### src/rtl/mul_stage_ctrl.sv
// rtl/mul_stage_ctrl.sv - multi-cycle issue/capture wrapper around the EX-stage M-extension multiplier
// Optional feature macro: MUL_STAGE_ZERO_BYPASS_EN (zero-operand ops skip CALC and complete in one clock)

module mul_stage_ctrl #(
  parameter int MUL_CYCLES = 2,
  parameter int RD_W       = 5
) (
  input  logic            clk,
  input  logic            rst_n,
  input  logic            flush,
  input  logic            in_valid,
  output logic            in_ready,
  input  logic [31:0]     in_op_a,
  input  logic [31:0]     in_op_b,
  input  logic [3:0]      in_alu_op,
  input  logic [RD_W-1:0] in_rd,
  output logic [31:0]     mul_op_a,
  output logic [31:0]     mul_op_b,
  output logic [3:0]      mul_alu_op,
  input  logic [31:0]     mul_result,
  output logic            out_valid,
  input  logic            out_ready,
  output logic [31:0]     out_result,
  output logic [RD_W-1:0] out_rd,
  output logic            busy
);

  localparam int CNT_W = $clog2(MUL_CYCLES) + 1;
  localparam logic [CNT_W-1:0] CNT_LOAD = CNT_W'(MUL_CYCLES - 1);

`ifdef MUL_STAGE_ZERO_BYPASS_EN
  localparam bit ZERO_BYPASS = 1'b1;
`else
  localparam bit ZERO_BYPASS = 1'b0;
`endif

  typedef enum logic [1:0] {
    S_IDLE = 2'd0,
    S_CALC = 2'd1,
    S_DONE = 2'd2
  } state_e;

  state_e            state_q, state_d;
  logic [CNT_W-1:0]  cnt_q, cnt_d;
  logic [31:0]       op_a_q, op_a_d;
  logic [31:0]       op_b_q, op_b_d;
  logic [3:0]        alu_op_q, alu_op_d;
  logic [RD_W-1:0]   rd_q, rd_d;
  logic [31:0]       res_q, res_d;
  logic [RD_W-1:0]   out_rd_q, out_rd_d;
  logic              accept;
  logic              zero_operand;

  // Ready when idle, or when the held result is being consumed this cycle; flush blocks any accept.
  assign in_ready = ~flush & ((state_q == S_IDLE) | ((state_q == S_DONE) & out_ready));
  assign accept   = in_valid & in_ready;

  assign zero_operand = (in_op_a == 32'd0) | (in_op_b == 32'd0);

  assign mul_op_a   = op_a_q;
  assign mul_op_b   = op_b_q;
  assign mul_alu_op = alu_op_q;
  assign out_valid  = (state_q == S_DONE);
  assign out_result = res_q;
  assign out_rd     = out_rd_q;
  assign busy       = (state_q == S_CALC) | (state_q == S_DONE);

  // Next-state logic: flush dominates, then per-state progress, then a new accept overrides the state.
  always_comb begin
    state_d  = state_q;
    cnt_d    = cnt_q;
    op_a_d   = op_a_q;
    op_b_d   = op_b_q;
    alu_op_d = alu_op_q;
    rd_d     = rd_q;
    res_d    = res_q;
    out_rd_d = out_rd_q;

    if (flush) begin
      // Operands and the last captured result are intentionally left intact.
      state_d = S_IDLE;
    end else begin
      unique case (state_q)
        S_IDLE: begin
          state_d = S_IDLE;
        end
        S_CALC: begin
          if (cnt_q == '0) begin
            // Operand registers have been stable since accept, so the multiplier output has settled.
            res_d    = mul_result;
            out_rd_d = rd_q;
            state_d  = S_DONE;
          end else begin
            cnt_d = cnt_q - CNT_W'(1);
          end
        end
        S_DONE: begin
          if (out_ready) begin
            state_d = S_IDLE;
          end
        end
        default: begin
          state_d = S_IDLE;
        end
      endcase

      // accept can only be true in IDLE or in DONE while the result is consumed.
      if (accept) begin
        op_a_d   = in_op_a;
        op_b_d   = in_op_b;
        alu_op_d = in_alu_op;
        rd_d     = in_rd;
        cnt_d    = CNT_LOAD;
        state_d  = S_CALC;
        if (ZERO_BYPASS && zero_operand) begin
          // Product of a zero operand is zero for every multiply flavour.
          res_d    = 32'd0;
          out_rd_d = in_rd;
          state_d  = S_DONE;
        end
      end
    end
  end

  // State and datapath registers with asynchronous active-low reset.
  always_ff @(posedge clk or negedge rst_n) begin
    if (!rst_n) begin
      state_q  <= S_IDLE;
      cnt_q    <= '0;
      op_a_q   <= '0;
      op_b_q   <= '0;
      alu_op_q <= '0;
      rd_q     <= '0;
      res_q    <= '0;
      out_rd_q <= '0;
    end else begin
      state_q  <= state_d;
      cnt_q    <= cnt_d;
      op_a_q   <= op_a_d;
      op_b_q   <= op_b_d;
      alu_op_q <= alu_op_d;
      rd_q     <= rd_d;
      res_q    <= res_d;
      out_rd_q <= out_rd_d;
    end
  end

endmodule

### config.mk
export PLATFORM = sky130hd
export DESIGN_NAME = mul_stage_ctrl
export DESIGN_NICKNAME = d
export VERILOG_FILES = /design/src/rtl/mul_stage_ctrl.sv
export SDC_FILE = /design/constraint.sdc
export NUM_CORES = 1
export LEC_CHECK = 0
export CAP_MARGIN = 20
export CORE_AREA = 3 3 109 111
export CTS_BUF_LIST = sky130_fd_sc_hd__clkbuf_4 sky130_fd_sc_hd__clkbuf_8 sky130_fd_sc_hd__clkbuf_16
export DETAILED_ROUTE_END_ITERATION = 7
export DIE_AREA = 0 0 112 114
export PLACE_DENSITY = 0.77
export SYNTH_ARGS = -nofsm -noshare
export SYNTH_HDL_FRONTEND = slang
export SYNTH_SLANG_ARGS = --single-unit
### constraint.sdc
create_clock -name clk -period 1.96 [get_ports clk]
set_clock_uncertainty 0.1 [all_clocks]
set_input_delay 0.588 -clock clk [delete_from_list [all_inputs] [get_ports clk]]
set_output_delay 0.588 -clock clk [all_outputs]
set_load 0.01 [all_outputs]
; ---- Word-level counts from Yosys, hierarchy flattened
; Cells that the tools add are included.
[totals]
elab_cells = 35
in_bits = 110
output_inout_bits = 108
register_bits = 114
[classes]
reduce_logical = 7
muxes = 8
add_sub_neg = 1
bitwise = 6
n_eq_ne = 5
[ops]
columns = cell, count
row1 = 2-to-1 mux 2 bit, 7
row2 = AND reduction 3 bit, 2
row3 = logical NOT 2 bit, 2
row4 = "!= test 4 x 2 -> 1 bit, second input constant", 1
row5 = "!= test 4 x 3 -> 1 bit, second input constant", 1
row6 = case mux 2 bit (2 select lines), 1
row7 = AND reduction 2 bit, 2
row8 = bitwise AND 1 bit, 3
row9 = "== test 2 x 1 -> 1 bit, second input constant", 1
row10 = "== test 2 bit, second input constant", 1
row11 = "!= test 2 bit, second input constant", 1
row12 = OR 1 bit, 2
row13 = nonzero test 2 bit, 1
row14 = "subtractor 2 x 1 -> 2 bit, second input constant", 1
row15 = NOT 1 bit, 1

; ---- Longest topological paths before layout
; Gate-level depths: netlist (run 1).
[logic_depth]
word_depth = 7
ltp_mapped = 7
depth_no_buf = 5

; ---- Least setup slack after synthesis (run 1)
; Ideal clock, no wire load.
[synth_timing]
path_type = reg2reg
startpoint = register state_q[0]
endpoint = register op_b_q[10] (netlist: mul_op_b[10])
path_buffers = 2
t_required_ns = 1.733
setup_ns = 0.127
arrival_ns = 1.660
period_less_slack_ns = 1.887
slack_ns = 0.073
path_stages_with_launch = 8
path_cell_list = dfrtp_1 inv_1 ha_1 a21oi_2 nor3b_2 buf_4 buf_6 mux2_1
[synth_via]
elab_chain_len = 6
elab_cells_between_ends = 7
cone_classes = eq/ne (1) / bitwise (4) / reduce/logical (2)
[synth_lines]
columns = element, line
row1 = "start, declared", 43  ; state_e state_q, state_d;
row2 = "start signal, assigned", 137  ; state_q <= state_d;
row3 = == test 2 bit, n/a
row4 = net out_valid, 21  ; output logic out_valid,
row5 = bitwise AND 1 bit, 55  ; assign in_ready = ~flush & ((state_q == S_IDLE) | ((state_q == S_DONE) & out_ready));
row6 = OR 1 bit, 55
row7 = bitwise AND 1 bit, 55
row8 = bitwise AND 1 bit, 56  ; assign accept = in_valid & in_ready;
row9 = AND reduction 2 bit (no line), n/a
row10 = "end signal, assigned", 140  ; op_b_q <= op_b_d;
row11 = "end, declared", 46  ; logic [31:0] op_b_q, op_b_d;
; The timed path passes the listed nets, and every way through them passes these cells.
; A chain may end at the register's enable or synchronous reset.

; ---- Worst setup path in the final report (run 1)
[layout_timing]
startpoint = register state_q[1]
endpoint = output port in_ready
[layout_via]
elab_chain_len = 4
elab_cells_between_ends = 5
cone_classes = eq/ne (1) / bitwise (3) / reduce/logical (1)
[layout_lines]
columns = element, line
row1 = == test 2 bit, 55
row2 = bitwise AND 1 bit, 55
row3 = OR 1 bit *, 55
row4 = bitwise AND 1 bit *, 55
row5 = "end, declared", 12  ; output logic in_ready,
; Mark *: on every way between the ends. The rest lies on a longest branch, timed or not.

==> flow_summary_export.csv, run 1 <==
group,metric,value,unit
synthesis,synth_area_leaders,"dfrtp_1 65%, mux2_2 22%, mux2_1 6.7%, ha_1 1.1%, buf_6 0.77%",
timing,fin_ws,-0.158,ns
worst_setup_path,crit_type,"reg2out",
cts,clk_latency,0.49,ns
worst_setup_path,required,1.27,ns
synthesis,synth_nets,375,
worst_setup_path,crit_end,"in_ready",
layout,syn2layout_area_growth,78.9,%
grt,grt_max_degree,49,
worst_setup_path,critPathMaxStageDelay,0.41,ns
detailed_routing,totalWireLength,12.2,mm
worst_setup_path,crit_family,"flip-flops",
detailed_routing,via_per_inst,4.71,
timing,tightest_slew,0.391,ns
placement,place_congestion,0.751,
power,leakagePower,3.67,nW
worst_setup_path,cp.buffers_inverters,2,
grt,grt_pass1_wl,19.1,mm
placement,hpwl,7.99,mm
worst_setup_path,r2r_setup_slack,-0.07,ns
cts,cts_tree,"built",
synthesis,synth_top_area_cell,"dfrtp_1",
placement,io_buffers,217,
die,start_util,0.401,
synthesis,synth_area,4360,um^2
synthesis,synth.avg_cell_area,16.7,um^2
synthesis,yosys.cell_types.count,19,
timing,setup_violations,59,
timing,slew-limit-headroom,0.739,
layout,nets,626,
power,peakVddDrop,604,uV
die,row_count,38,
timing,tns,-3.41,ns
detailed_routing,ant_nets,0,
status,outcome,"finished with violations",
placement,place_ws,-0.526,ns
timing,drv_slew,0,
worst_setup_path,cp.depth,5,
worst_setup_path,path_max_fanout,2,
worst_setup_path,startpoint,"state_q[1]",
synthesis,yosys.area.top_type_share,0.654,
grt,gr-usage-all-layers,0.194,
synthesis,syn_inst,261,
synthesis,ys.flop_type,"dfrtp_1",
die,chipWidth,112,um
die,dieArea,12800,um^2
synthesis,synth_edf_count,0,
timing,fin_crit,2.12,ns
layout,insertedDiodeCount,0,
worst_setup_path,r2r_end,"mul_op_a[25]",
timing,hold_viol_final,0,
power,p_per_area,1210,nW/um^2
detailed_routing,drtPass1Iterations,4,
worst_setup_path,startpoint_type,"register",
timing,rsz0062_at_grt,"yes",
die,pin_count,218,
layout,drive_gt1_frac,0.333,
grt,grt_pass1_vias,3523,
worst_setup_path,cp-end-kind,"primary output",
cts,h-tree-depth,4,
cts,cts_sinks,114,
worst_setup_path,cp_slowest_cell,"dfrtp_1",
cts,root_buffer,"clkbuf_8",
layout,fillers,759,
worst_setup_path,worstRegToRegCells,9,
worst_setup_path,worstPathArrival,1.43,ns
grt,overflow,0,
detailed_routing,drtIter0Drc,128,
job,max_cap_viol_count,0,
synthesis,async_reset_ff_frac,1.00,
timing,fmax,0.472,GHz
worst_setup_path,cp_cell_sequence,"inv_2 > ha_4 > a21oi_4 > nor2_1 > buf_2",
synthesis,ys_ff_latch,114,
synthesis,yosysWarnings,0,
detailed_routing,remaining_drc_errors,0,
power,p_total,9.41,mW
hold_path,min_path_type,"reg2reg",
die,coreArea,10900,um^2
synthesis,synth-seq-area-share,0.654,
detailed_routing,routedWlPerCell,18.3,um
worst_setup_path,r2r_start,"state_q[0]",
cts,path_clk_slew,0.05,ns
grt,antenna_found_initial,0,
cts,cts_buffers,17,
detailed_routing,vias,3131,
cts,clockBufferDepth,2,
timing,min_period_over_period,1.08,
die,die_h,114,um
status,violations,"negative setup slack",
cells by family after synthesis:
| logic type | synth area share |
|---|---|
| flops | 0.654 |
| xor+xnor | 0.00201 |
| simple gates | 0.0140 |
| mux | 0.286 |
| fa+ha+maj | 0.0115 |
| buf+inv | 0.0247 |
| compound gates | 0.00774 |
worst register-to-register path: cells and delay by family, from the launching register on:
kind	cells	cell delay (ns)
muxes	1	0.32
DFF	1	0.39
AOI/OAI and AO/OA	1	0.05
adders and majority gates	1	0.16
and+or+nand+nor	1	0.22
buffers and inverters	5	0.67
Yosys cell counts, types with 2 or more instances:
master and number:
mux2_1 26, buf_6 3, mux2_2 85, inv_1 5
dfrtp_1 114, ha_1 4, nor3b_1 2, nand2b_1 2
nor2_1 2, o21bai_1 2, buf_4 4, buf_2 5
layout by cell type (no fill, tap or decap), drive strengths merged:
cell type,instances
a21oi,2
mux2,111
inv,5
bufinv,4
ha,4
nor2,2
dfrtp,114
dlygate4sd2,105
nand2b,2
clkdlybuf4s50,108
clkinvlp,3
nor3b,3
nand3b,1
clkbuf,24
dlygate4sd3,1
o21ai,1
nor2b,1
o21bai,2
buf,29
xnor2,1
clkinv,2
worst min-delay path by stage:
| stage | start | endpoint | slack [ns] | cells past startpoint |
|---|---|---|---|---|
| 2_1_floorplan | rst_n | cnt_q[0] | 0.19 | 0 |
| 3_3_place_gp | mul_op_b[15] | mul_op_b[15] | 0.37 | 1 |
| 3_5_place_dp | mul_op_b[14] | mul_op_b[14] | 0.38 | 1 |
| 4_1_cts | mul_op_b[22] | mul_op_b[22] | 0.39 | 1 |
| 5_1_grt | mul_op_a[1] | mul_op_a[1] | 0.40 | 1 |
| 6_report | mul_op_b[29] | mul_op_b[29] | 0.39 | 1 |
sequential cells by signal (all words and copies together), names as in the netlist:
| signal | flops |
|---|---|
| mul_op_a | 32 |
| mul_op_b | 32 |
| state_q | 2 |
| out_rd | 5 |
| rd_q | 5 |
| mul_alu_op | 4 |
| cnt_q | 2 |
| out_result | 32 |
stage by stage:
stage | std cells | hold slack, ns | instance area, um^2 | util
2_1_floorplan | 261 | 0.192 | 4360 | -
3_3_place_gp | 619 | 0.368 | 6770 | 0.622
3_5_place_dp | 619 | 0.378 | 6770 | 0.622
4_1_cts | 664 | 0.390 | 7730 | 0.710
5_1_grt | 665 | 0.403 | 7810 | 0.717
6_report | 665 | 0.391 | 7810 | 0.717
per-layer routing:
| layer | part of all wire | global-route usage |
|---|---|---|
| met1 | 0.38 | 0.218 |
| met2 | 0.53 | 0.339 |
| met3 | 0.078 | 0.0695 |
| met4 | 0.0095 | 0.0745 |
| met5 | 0 | 0 |
layout make-up:
cell class                 count  area [um^2]  share of cell area
clock buffer                  23          478              0.0612
sequential                   114         2850               0.365
inverter                       5         18.8             0.00240
clock inverter                 9          153              0.0196
multi-input combinational    130         1660               0.213
timing repair buffer         244         2470               0.316
tap                          140          175              0.0224
report_power, final:
| part | switching [mW] | internal, mW | total, mW |
|---|---|---|---|
| clock network | 1.02 | 2.20 | 3.22 |
| logic | 1.10 | 1.68 | 2.78 |
| registers | 0.350 | 3.06 | 3.41 |
timing repair:
item                       CTS  global route
hold endpoints to repair    27             0
hold buffers                 1             0
setup buffers                8             3
setup endpoints to repair  181            80
cloned                       5             1
resized for setup          191            18
pin swaps                    2             2
Power figures use the tool's default switching activity.
==> run 2, diff against run 1 <==
CELL_PAD_IN_SITES_DETAIL_PLACEMENT = 1   (was default)
CELL_PAD_IN_SITES_GLOBAL_PLACEMENT = 1   (was default)
CORE_AREA = 3 3 123 125   (was 3 3 109 111)
DIE_AREA = 0 0 126 128   (was 0 0 112 114)
PLACE_DENSITY = 0.76   (was 0.77)
==> flow_summary_export.csv, run 2 (same netlist as run 1, synthesis figures left out) <==
group,metric,value,unit
cts,cts_sinks,114,
die,pin_count,218,
cts,cts_buffers,17,
power,switching_power,2.51,mW
worst_setup_path,crit_end,"mul_op_b[13]",
detailed_routing,remaining_drc_errors,0,
placement,place_ws,-0.532,ns
worst_setup_path,cp_cell_sequence,"inv_2 > ha_4 > a21oi_4 > buf_4 > nor3b_4 > buf_6 > buf_8 > clkbuf_16 > mux2_4",
worst_setup_path,startpoint,"state_q[0]",
power,p_clk_frac,0.318,
layout,insertedDiodeCount,0,
detailed_routing,totalWireLength,14.5,mm
placement,io_buffers,217,
timing,whs,0.0333,ns
timing,drv_slew,0,
worst_setup_path,r2r_end,"mul_op_b[13]",
detailed_routing,vias,3223,
power,p_per_area,1170,nW/um^2
cts,h-tree-depth,4,
die,coreArea,14000,um^2
power,swShare,0.271,
layout,drive_gt1_frac,0.348,
power,p_int,6.76,mW
die,start_util,0.312,
placement,dp_cells,661,
power,peakVddDrop,577,uV
cts,path_clk_slew,0.05,ns
timing,slew-limit-headroom,0.692,
grt,overflow,0,
grt,grt_pass1_wl,20.4,mm
layout,stdcell_count,708,
cts,hold_buffers,0,
die,dieArea,16100,um^2
grt,gr-usage-all-layers,0.168,
placement,place_congestion,0.779,
worst_setup_path,worstRegToRegCells,9,
status,outcome,"finished with violations",
layout,syn2layout_area_growth,81.9,%
detailed_routing,drtPass1Iterations,4,
status,violations,"negative setup slack",
timing,fin_crit,2.09,ns
detailed_routing,routedWlPerCell,20.5,um
die,chipWidth,126,um
grt,grt_pass1_vias,3646,
timing,setup_violations,70,
job,max_cap_viol_count,0,
layout,nets,631,
cts,cts_tree,"built",
grt,grt_max_degree,38,
timing,hold_viol_final,0,
layout,mostFrequentLayoutCell,"dfrtp_1",
worst_setup_path,startpoint_type,"register",
detailed_routing,drtIter0Drc,69,
layout,fillers,1347,
power,power_frac_seq,0.370,
cts,clockBufferDepth,2,
hold_path,min_path_type,"in2async",
layout,layout_common_cells,"114 x dfrtp_1, 107 x clkdlybuf4s50_1, 106 x dlygate4sd2_1, 68 x mux2_4, 43 x mux2_2",
die,row_count,43,
layout,regArea,2850,um^2
grt,antenna_found_initial,0,
cts,root_buffer,"clkbuf_16",
timing,tns,-5.16,ns
power,leakagePower,3.75,nW
cts,clk_latency,0.41,ns
timing,fin_ws,-0.127,ns
die,die_h,128,um
layout,multi_input_area,1700,um^2
worst_setup_path,crit_type,"reg2reg",
detailed_routing,via_per_inst,4.55,
worst_setup_path,path_max_fanout,8,
timing,tightest_slew,0.462,ns
detailed_routing,ant_nets,0,
power,p_total,9.27,mW
worst_setup_path,r2r_start,"state_q[0]",
worst_setup_path,worstPathArrival,2.28,ns
timing,fmax,0.479,GHz
power,p_comb_frac,0.312,
placement,hpwl,9.24,mm
timing,min_period_over_period,1.06,
worst_setup_path,cp_slowest_cell,"dfrtp_1",
worst_setup_path,required,2.15,ns
timing,rsz0062_at_grt,"yes",
worst_setup_path,r2r_setup_slack,-0.13,ns
worst_setup_path,critPathMaxStageDelay,0.38,ns
worst_setup_path,cp-end-kind,"register",
-- run 2: how the worst min path moves through the flow --
stage	cells after the start	slack, ns	to	start
final	1	0.03	out_result[7]	rst_n
after global routing	1	0.04	out_result[7]	rst_n
after CTS	1	0.03	out_result[3]	rst_n
after detailed placement	1	0.38	mul_op_b[25]	mul_op_b[25]
after global placement	1	0.37	mul_op_b[27]	mul_op_b[27]
after floorplan	0	0.19	cnt_q[0]	rst_n
-- run 2: power by group through the flow --
| stage | logic, mW | registers (mW) | clock network (mW) |
|---|---|---|---|
| after CTS | 2.70 | 3.41 | 3.03 |
| final | 2.89 | 3.43 | 2.95 |
| after global routing | 3.08 | 3.51 | 3.15 |
| after detailed placement | 2.99 | 3.47 | 0 |
| after floorplan | 0.777 | 3.74 | 0 |
| after global placement | 2.92 | 3.41 | 0 |
-- run 2: timing repair --
action | in CTS | in global routing
cloned | 6 | 5
buffers inserted | 7 | 7
endpoints found under the setup margin | 181 | 79
gates resized for setup | 152 | 66
pin swaps | 2 | 3
-- run 2: layout make-up --
type / instances / area share
sequential: 114 / 0.359
timing repair buffer: 249 / 0.323
multi-input combinational: 130 / 0.215
clock buffer: 25 / 0.0659
tap: 180 / 0.0284
clock inverter: 5 / 0.00631
inverter: 5 / 0.00236
-- run 2: per-stage QoR --
stage / util / cell area [um^2]
final: 0.567 / 7940
after global routing: 0.567 / 7940
after CTS: 0.546 / 7640
after detailed placement: 0.491 / 6860
after global placement: 0.491 / 6860
after floorplan: - / 4360
-- run 2: metal layers --
| layer | global-route usage | vias up | wire [um] |
|---|---|---|---|
| li1 | - | 1426 | - |
| met1 | 0.180 | 1626 | 5650 |
| met2 | 0.295 | 151 | 7560 |
| met3 | 0.0746 | 20 | 1080 |
| met4 | 0.0606 | 0 | 242 |
| met5 | 0 | - | 0 |
-- run 2: worst max-delay path, delay by kind of cell, from the launching register on --
| family | cells | cell delay, ns |
|---|---|---|
| AO/OA/AOI/OAI | 1 | 0.06 |
| adder cells (fa/ha/maj) | 1 | 0.16 |
| buffers and inverters | 5 | 0.75 |
| flip-flops | 1 | 0.38 |
| multiplexers | 1 | 0.31 |
| AND/OR/NAND/NOR | 1 | 0.20 |
